### config.mk
export PLATFORM = sky130hd
export DESIGN_NAME = ls_queue_unit
export DESIGN_NICKNAME = d
export VERILOG_FILES = /design/src/rtl/ls_queue_unit.sv
export SDC_FILE = /design/constraint.sdc
export NUM_CORES = 1
export LEC_CHECK = 0
export CAP_MARGIN = 20
export CORE_UTILIZATION = 54
export CTS_BUF_LIST = sky130_fd_sc_hd__clkbuf_8
export DETAILED_ROUTE_END_ITERATION = 8
export PLACE_DENSITY = 0.85
export SETUP_SLACK_MARGIN = 0.02
export SYNTH_ARGS = -nofsm -noshare
export SYNTH_HDL_FRONTEND = slang
export SYNTH_SLANG_ARGS = --single-unit
### constraint.sdc
create_clock -name clk -period 4.15 [get_ports clk]
set_input_delay 0.83 -clock clk [delete_from_list [all_inputs] [get_ports clk]]
set_output_delay 0.83 -clock clk [all_outputs]
set_load 0.03 [all_outputs]
### src/rtl/ls_queue_unit.sv
// Load/store unit: in-order queue of memory ops feeding a valid/ready cache port,
// with load-result extension, register writeback and flush with response dropping.
module ls_queue_unit #(
    parameter int XLEN  = 32,
    parameter int DEPTH = 4,
    parameter int RA_W  = 5
) (
    input  logic                     clk,
    input  logic                     rst,
    input  logic                     rdy,
    input  logic                     flush,
    input  logic                     in_valid,
    output logic                     in_ready,
    input  logic [3:0]               in_op,
    input  logic [XLEN-1:0]          in_base,
    input  logic [XLEN-1:0]          in_imm,
    input  logic [XLEN-1:0]          in_src,
    input  logic [RA_W-1:0]          in_rd,
    output logic                     mem_req_valid,
    input  logic                     mem_req_ready,
    output logic                     mem_req_we,
    output logic [XLEN-1:0]          mem_req_addr,
    output logic [2:0]               mem_req_size,
    output logic [XLEN-1:0]          mem_req_wdata,
    input  logic                     mem_resp_valid,
    input  logic [XLEN-1:0]          mem_resp_data,
    output logic                     wb_valid,
    output logic [RA_W-1:0]          wb_rd,
    output logic [XLEN-1:0]          wb_data,
    output logic [$clog2(DEPTH):0]   count,
    output logic                     busy
);
    localparam int PW = $clog2(DEPTH);
    localparam int CW = PW + 1;

    typedef enum logic {ST_ISSUE, ST_WAIT} state_t;

    logic [3:0]      entryOp_q   [DEPTH];
    logic [XLEN-1:0] entryAddr_q [DEPTH];
    logic [XLEN-1:0] entryData_q [DEPTH];
    logic [RA_W-1:0] entryRd_q   [DEPTH];

    logic [PW-1:0]   head_q, head_d, tail_q, tail_d;
    logic [CW-1:0]   count_q, count_d;
    state_t          state_q, state_d;
    logic            drop_q, drop_d;
    logic            wbValid_q, wbValid_d;
    logic [RA_W-1:0] wbRd_q, wbRd_d;
    logic [XLEN-1:0] wbData_q, wbData_d;

    logic [3:0]      headOp;
    logic            headLegal, headStore, issueSlot, reqHs, push, pop, respPop, illegalPop;

    function automatic logic opLegal(input logic [3:0] op);
        case (op)
            4'd0, 4'd1, 4'd2, 4'd4, 4'd5, 4'd8, 4'd9, 4'd10: opLegal = 1'b1;
            default:                                       opLegal = 1'b0;
        endcase
    endfunction

    // op[1:0] selects width, op[2] selects zero extension for sub-word loads
    function automatic logic [XLEN-1:0] loadExt(input logic [3:0] op, input logic [XLEN-1:0] d);
        case (op[1:0])
            2'd0:    loadExt = op[2] ? XLEN'(d[7:0])  : {{(XLEN-8){d[7]}},   d[7:0]};
            2'd1:    loadExt = op[2] ? XLEN'(d[15:0]) : {{(XLEN-16){d[15]}}, d[15:0]};
            default: loadExt = XLEN'(d[31:0]);
        endcase
    endfunction

    assign headOp     = entryOp_q[head_q];
    assign headLegal  = opLegal(headOp);
    assign headStore  = headOp[3];
    assign issueSlot  = rdy && (count_q != '0) && (state_q == ST_ISSUE) && !drop_q;

    assign mem_req_valid = issueSlot && headLegal;
    assign mem_req_we    = headStore;
    assign mem_req_addr  = entryAddr_q[head_q];
    assign mem_req_wdata = entryData_q[head_q];
    assign mem_req_size  = (headOp[1:0] == 2'd0) ? 3'd1 : (headOp[1:0] == 2'd1) ? 3'd2 : 3'd4;

    assign in_ready   = rdy && !flush && (count_q < CW'(DEPTH));
    assign push       = in_valid && in_ready;
    assign reqHs      = mem_req_valid && mem_req_ready;
    assign illegalPop = issueSlot && !headLegal;
    assign respPop    = rdy && (state_q == ST_WAIT) && mem_resp_valid;
    assign pop        = (reqHs && headStore) || respPop || illegalPop;

    assign wb_valid = wbValid_q;
    assign wb_rd    = wbRd_q;
    assign wb_data  = wbData_q;
    assign count    = count_q;
    assign busy     = (count_q != '0) || (state_q != ST_ISSUE) || drop_q;

    always_comb begin
        head_d    = head_q;
        tail_d    = tail_q;
        count_d   = count_q;
        state_d   = state_q;
        drop_d    = drop_q;
        wbValid_d = wbValid_q;
        wbRd_d    = wbRd_q;
        wbData_d  = wbData_q;
        if (rdy) begin
            if (flush) begin
                head_d    = '0;
                tail_d    = '0;
                count_d   = '0;
                state_d   = ST_ISSUE;
                wbValid_d = 1'b0;
                // a response landing in the flush cycle already retires the outstanding load
                drop_d    = (drop_q || (state_q == ST_WAIT) || (reqHs && !headStore)) && !mem_resp_valid;
            end else begin
                wbValid_d = 1'b0;
                if (push) tail_d = tail_q + PW'(1);
                if (pop)  head_d = head_q + PW'(1);
                count_d = count_q + CW'(push) - CW'(pop);
                if (reqHs && !headStore) state_d = ST_WAIT;
                if (respPop) begin
                    state_d = ST_ISSUE;
                    if (entryRd_q[head_q] != '0) begin
                        wbValid_d = 1'b1;
                        wbRd_d    = entryRd_q[head_q];
                        wbData_d  = loadExt(headOp, mem_resp_data);
                    end
                end
                if (drop_q && mem_resp_valid) drop_d = 1'b0;
            end
        end
    end

    always_ff @(posedge clk) begin
        if (rst) begin
            head_q    <= '0;
            tail_q    <= '0;
            count_q   <= '0;
            state_q   <= ST_ISSUE;
            drop_q    <= 1'b0;
            wbValid_q <= 1'b0;
            wbRd_q    <= '0;
            wbData_q  <= '0;
        end else begin
            head_q    <= head_d;
            tail_q    <= tail_d;
            count_q   <= count_d;
            state_q   <= state_d;
            drop_q    <= drop_d;
            wbValid_q <= wbValid_d;
            wbRd_q    <= wbRd_d;
            wbData_q  <= wbData_d;
        end
    end

    // queue storage needs no reset; count/pointers define which entries are live
    always_ff @(posedge clk) begin
        if (push) begin
            entryOp_q[tail_q]   <= in_op;
            entryAddr_q[tail_q] <= in_base + in_imm;
            entryData_q[tail_q] <= in_src;
            entryRd_q[tail_q]   <= in_rd;
        end
    end
endmodule

## Yosys cells after proc, flatten, opt, wreduce, memory -nomap -nowiden

Memories as Yosys holds them, arrays and structs flattened. A register that Yosys moved wholly into a read port is not among the register bits.
Index checks and enable logic that the tools add are counted.

- Flip-flop bits (word level): 47
- Bits in writable memories: 292
- Bits in read-only memories: 16
- Input port bits: 144
- Output and inout port bits: 112
- Logic and storage cells: 88
- Memories: 5

- Add/subtract/negate cells: 5
- Magnitude comparators: 1
- Equality and inequality tests: 1
- Mux-type cells: 28
- Bitwise logic cells: 2
- Reductions and logical operators: 38

Memory list:

| memory | words | width | read ports | clocked after memory_dff | wr ports | line | text |
|---|---|---|---|---|---|---|---|
| entryAddr_q | 4 | 32 | 1 | 1 | 1 | 39 | `logic [XLEN-1:0] entryAddr_q [DEPTH];` |
| entryData_q | 4 | 32 | 1 | 1 | 1 | 40 | `logic [XLEN-1:0] entryData_q [DEPTH];` |
| entryRd_q | 4 | 5 | 1 | 1 | 1 | 41 | `logic [RA_W-1:0] entryRd_q [DEPTH];` |
| (no name shown) | 16 | 1 | 1 | 0 | 0 | 55 | `case (op)` |
| entryOp_q | 4 | 4 | 1 | 1 | 1 | 38 | `logic [3:0] entryOp_q [DEPTH];` |

Operators with widths:

| cell | count |
|---|---|
| $mux W32 | 2 |
| $pmux W32 S2 | 1 |
| $add A32 B32 Y32 | 1 |
| $mux W2 | 12 |
| $logic_and A1 B1 Y1 | 15 |
| $mux W1 | 10 |
| $mux W3 | 3 |
| $reduce_and A2 Y1 | 4 |
| $logic_or A1 B1 Y1 | 6 |
| $reduce_bool A2 Y1 | 3 |
| $reduce_bool A3 Y1 | 2 |
| $logic_not A1 Y1 | 5 |
| $reduce_bool A5 Y1 | 1 |
| $add A2 B1 Y2 const B | 2 |
| $reduce_and A4 Y1 | 1 |
| $add A3 B1 Y3 | 1 |
| $lt A3 B3 Y1 const B | 1 |
| $sub A3 B1 Y3 | 1 |
| $eq A2 B1 Y1 const B | 1 |
| $logic_not A2 Y1 | 1 |
| $not A1 Y1 | 2 |

## Longest topological paths before layout

- Word-level depth: 13
- Mapped depth: 15
- Mapped depth without buffers: 13

## Worst setup path after synthesis

OpenSTA, ideal clock, no wires.

- Path type: input to register
- From: in rdy
- To: mem entryAddr_q[0][0] (enable)
- Setup time: 0.440 ns
- Data arrival time: 3.723 ns
- Required time: 3.710 ns
- Slack: -0.013 ns
- Stages: 3
- Buffers on the path: 0
- Cell sequence: inv_1 -> nor3_1 -> and3_1

- Longest elaborated chain between the ends: 5

Ends and longest elaborated chain:

| what | line | text |
|---|---|---|
| start: declaration | 10 | `input logic rdy,` |
| $logic_and A1 B1 Y1 (2 in series) | 81 | `assign in_ready = rdy && !flush && (count_q < CW'(DEPTH));` |
| via in_ready | 13 | `output logic in_ready,` |
| $logic_and A1 B1 Y1 | 82 | `assign push = in_valid && in_ready;` |
| $mux W1 | 155 | `if (push) begin` |
| $mux W1 (implied by the code) | 157 | `entryAddr_q[tail_q] <= in_base + in_imm;` |
| end: declaration | 39 |  |

The timed path passes the listed nets, and every way through them passes these cells.

==> impl_metrics.tcl <==
set metrics [dict create \
    pin_count 256 \
    holdWs_ns 0.478 \
    drc_errors 0 \
    cts.sinks 341 \
    grt_start_max_net_pins 74 \
    fp-row-count 58 \
    met1_length_mm 11.0 \
    maxCapViolations 0 \
    grt_antenna_before_repair 3 \
    crit_chain "mux4_2, or2_1, inv_1, clkdlybuf4s50_1" \
    vias 8246 \
    nets 1296 \
    cts_tree "yes" \
    hp-class "flip-flop to flip-flop" \
    area_growth_pct 28.4 \
    cts_hold_buf 0 \
    outcome "finished clean" \
    drt_iter0_markers 505 \
    yosysUniqueCellTypes 49 \
    worstSkewPairLatency_ns 0.57 \
    ys_async_sr_fraction_pct 0 \
    top_layer_used "met5" \
    critical_path_arrival_ns 2.93 \
    die_x_um 163 \
    relSlewSlack_pct 35.1 \
    rsz0062_at_grt "no" \
    avgViaCountPerCell 5.55 \
    critPathKind "flip-flop to output pin" \
    synth-seq-cells 341 \
    synth_flop_cell "edfxtp_1" \
    syn_avg_cell_area_um2 17.1 \
    fin_skew_ns 0.0226 \
    grt_pass1_wl_mm 44.4 \
    grt_pass1_vias 8431 \
    wl_met3_mm 2.65 \
    antenna_left 0 \
    fmax_mhz 266 \
    wl_met2_mm 14.4 \
    first_pass_iters 5 \
    tightest_slew_ns 0.974 \
    start_util_pct 55.5 \
    wl_per_cell_um 19.3 \
    period_needed_ns 3.76 \
    setup_viol 0 \
    fillCellCount 1589 \
    cp-end-kind "output pin" \
    fin_tns_setup_ns 0 \
    p_leak_nw 6.08 \
    die_area_um2 26700 \
    portBuffers 255 \
    syn_nets 1006 \
    numCtsBuffers 52 \
    finalHoldViolCount 0 \
    cp_data_required_time_ns 3.32 \
    fin_cells 1487 \
    total_power_mw 7.23 \
    netlist_area_um2 14000 \
    dpl.cell_count 1389 \
    critPathSlowestCell "clkdlybuf4s50_1" \
    gr-total-overflow 0 \
    path_max_fanout 18 \
    yosys_warnings 0 \
    synthCells 823 \
    seq_area_frac_synth_pct 69.4 \
    die-height_um 163 \
    core-area_um2 25300 \
    cts-resized-gates 0 \
    clk_path_buf_depth 3 \
    wl_mm 28.7 \
    synth_edf_count 292 \
    fin_crit_sh_pct 90.6 \
    critPathLaunchType "flip-flop" \
    p_per_area_nw_per_um2 401 \
    htreeDepth 2 \
    grtUsageTotal_pct 21.9 \
    post-cts-setup-buffer-count 0 \
    cts_root_buffer "clkbuf_8" \
    maxSlewViolCount 0 \
    cp_slowest_stage_delay_ns 0.69 \
    gp_congestion 0.868 \
    drive_gt1_share_pct 15.2 \
    rr_worst_depth 13 \
    irDropWorstVdd_mv 0.234 \
    min_path_cells 1 \
    clk_pin_slew_ns 0.07 \
    hpwl_mm 18.7 \
]
[cells in the mapped netlist (5+ instances only)]
cell,number,area share (%)
a21o_1,17,0.91
a21oi_1,44,1.6
nor3_1,12,0.43
nor2_1,63,1.7
edfxtp_1,292,62
dfxtp_1,49,7.0
and3_1,5,0.22
o21bai_1,6,0.32
nand2_1,40,1.1
nand3_1,5,0.18
buf_1,10,0.27
a211oi_2,11,0.98
inv_1,20,0.53
mux2i_1,12,0.86
nand4_1,5,0.22
xnor2_1,20,1.2
ha_1,37,3.3
a211oi_1,9,0.48
xor2_1,11,0.69
mux4_2,73,12
clkbuf_1,15,0.40
o21ai_0,18,0.64
[sequential cells by signal (all words and copies together), names as in the netlist, 3 cells and up, named ones only]
register and count:
entryAddr_q 128, entryData_q 128, wb_data 32, entryRd_q 20
entryOp_q 16, wb_rd 5, count 3
[where the power goes]
group,leakage (nW),switching (mW),internal [mW]
sequential,3.03,0.0150,3.82
combinational,2.49,0.417,0.369
clock,0.549,1.24,1.37
total,6.08,1.67,5.56
[routing by layer]
| metal | vias to the layer above | GRT usage [%] |
|---|---|---|
| met5 | - | 0 |
| met4 | 4 | 7.18 |
| met3 | 54 | 6.83 |
| met2 | 329 | 37.3 |
| met1 | 4026 | 26.6 |
| li1 | 3833 | - |
[layout make-up]
type / instances / area [µm²] / area share (%)
diodes: 1 / 2.50 / 0.0139
clock buffers: 52 / 716 / 3.97
clock inverters: 45 / 273 / 1.51
inverters: 20 / 75.1 / 0.416
multi-input cells: 431 / 4090 / 22.7
flip-flops and latches: 341 / 9760 / 54.1
well taps: 330 / 413 / 2.29
repair buffers: 267 / 2700 / 15.0
[per-stage QoR]
| step | worst slack [ns] | utilization [%] | cell area [µm²] |
|---|---|---|---|
| 2_1_floorplan | 0.592 | - | 14000 |
| 4_1_cts | 0.315 | 71.2 | 18000 |
| 3_5_place_dp | 0.204 | 67.3 | 17000 |
| 3_3_place_gp | 0.251 | 67.3 | 17000 |
| 6_report | 0.392 | 71.2 | 18000 |
| 5_1_grt | 0.226 | 71.2 | 18000 |
[worst paths after layout]
kind	from	end	slack [ns]
worst max-delay path	flip-flop	mem_req_size[0]	0.39
worst min-delay path	drop_q$_SDFFE_PP0P_	drop_q$_SDFFE_PP0P_	0.48
worst max register to register	flip-flop	count[2]$_SDFFE_PP0P_	0.86
worst min register to register	drop_q$_SDFFE_PP0P_	drop_q$_SDFFE_PP0P_	0.48
[logic make-up (layout without fill, tap and decap cells)]
logic type / count (synthesis) / after routing / synth area share, %
other cells: 0 / 1 / 0
compound gates: 131 / 131 / 6.40
xor+xnor: 31 / 31 / 1.93
buf+inv: 51 / 384 / 1.59
flops: 341 / 341 / 69.4
fa+ha+maj: 39 / 39 / 3.58
mux: 85 / 85 / 12.6
simple gates: 145 / 145 / 4.52
[layout by cell type (no fill, tap or decap), types with 4 or more instances in the layout]
| cell type | netlist | final |
|---|---|---|
| nor2_1 | 63 | 63 |
| dfxtp_1 | 49 | 47 |
| mux2i_1 | 12 | 12 |
| a22oi_1 | 4 | 4 |
| clkbuf_8 | 0 | 52 |
| ha_1 | 37 | 37 |
| o21ai_0 | 18 | 18 |
| mux4_2 | 73 | 73 |
| o21bai_1 | 6 | 6 |
| a211oi_1 | 9 | 9 |
| a21oi_1 | 44 | 44 |
| nand2_1 | 40 | 40 |
| a211oi_2 | 11 | 11 |
| edfxtp_1 | 292 | 292 |
| clkdlybuf4s50_1 | 0 | 254 |
| nand3_1 | 5 | 5 |
| clkinv_2 | 0 | 9 |
| clkinv_1 | 0 | 19 |
| buf_4 | 0 | 7 |
| xor2_1 | 11 | 11 |
| and3_4 | 0 | 4 |
| nand4_1 | 5 | 5 |
| nor2b_1 | 4 | 4 |
| a21o_1 | 17 | 17 |
| inv_1 | 20 | 31 |
| xnor2_1 | 20 | 20 |
| buf_12 | 0 | 5 |
| nor3_1 | 12 | 12 |
[worst max-delay path, delay by kind of cell (launching register included)]
family,cells,cell delay [ns]
buf+inv,2,0.84
mux,1,0.60
flops,1,0.58
simple gates,1,0.35
Note: power is estimated with default switching activity, not from simulation.
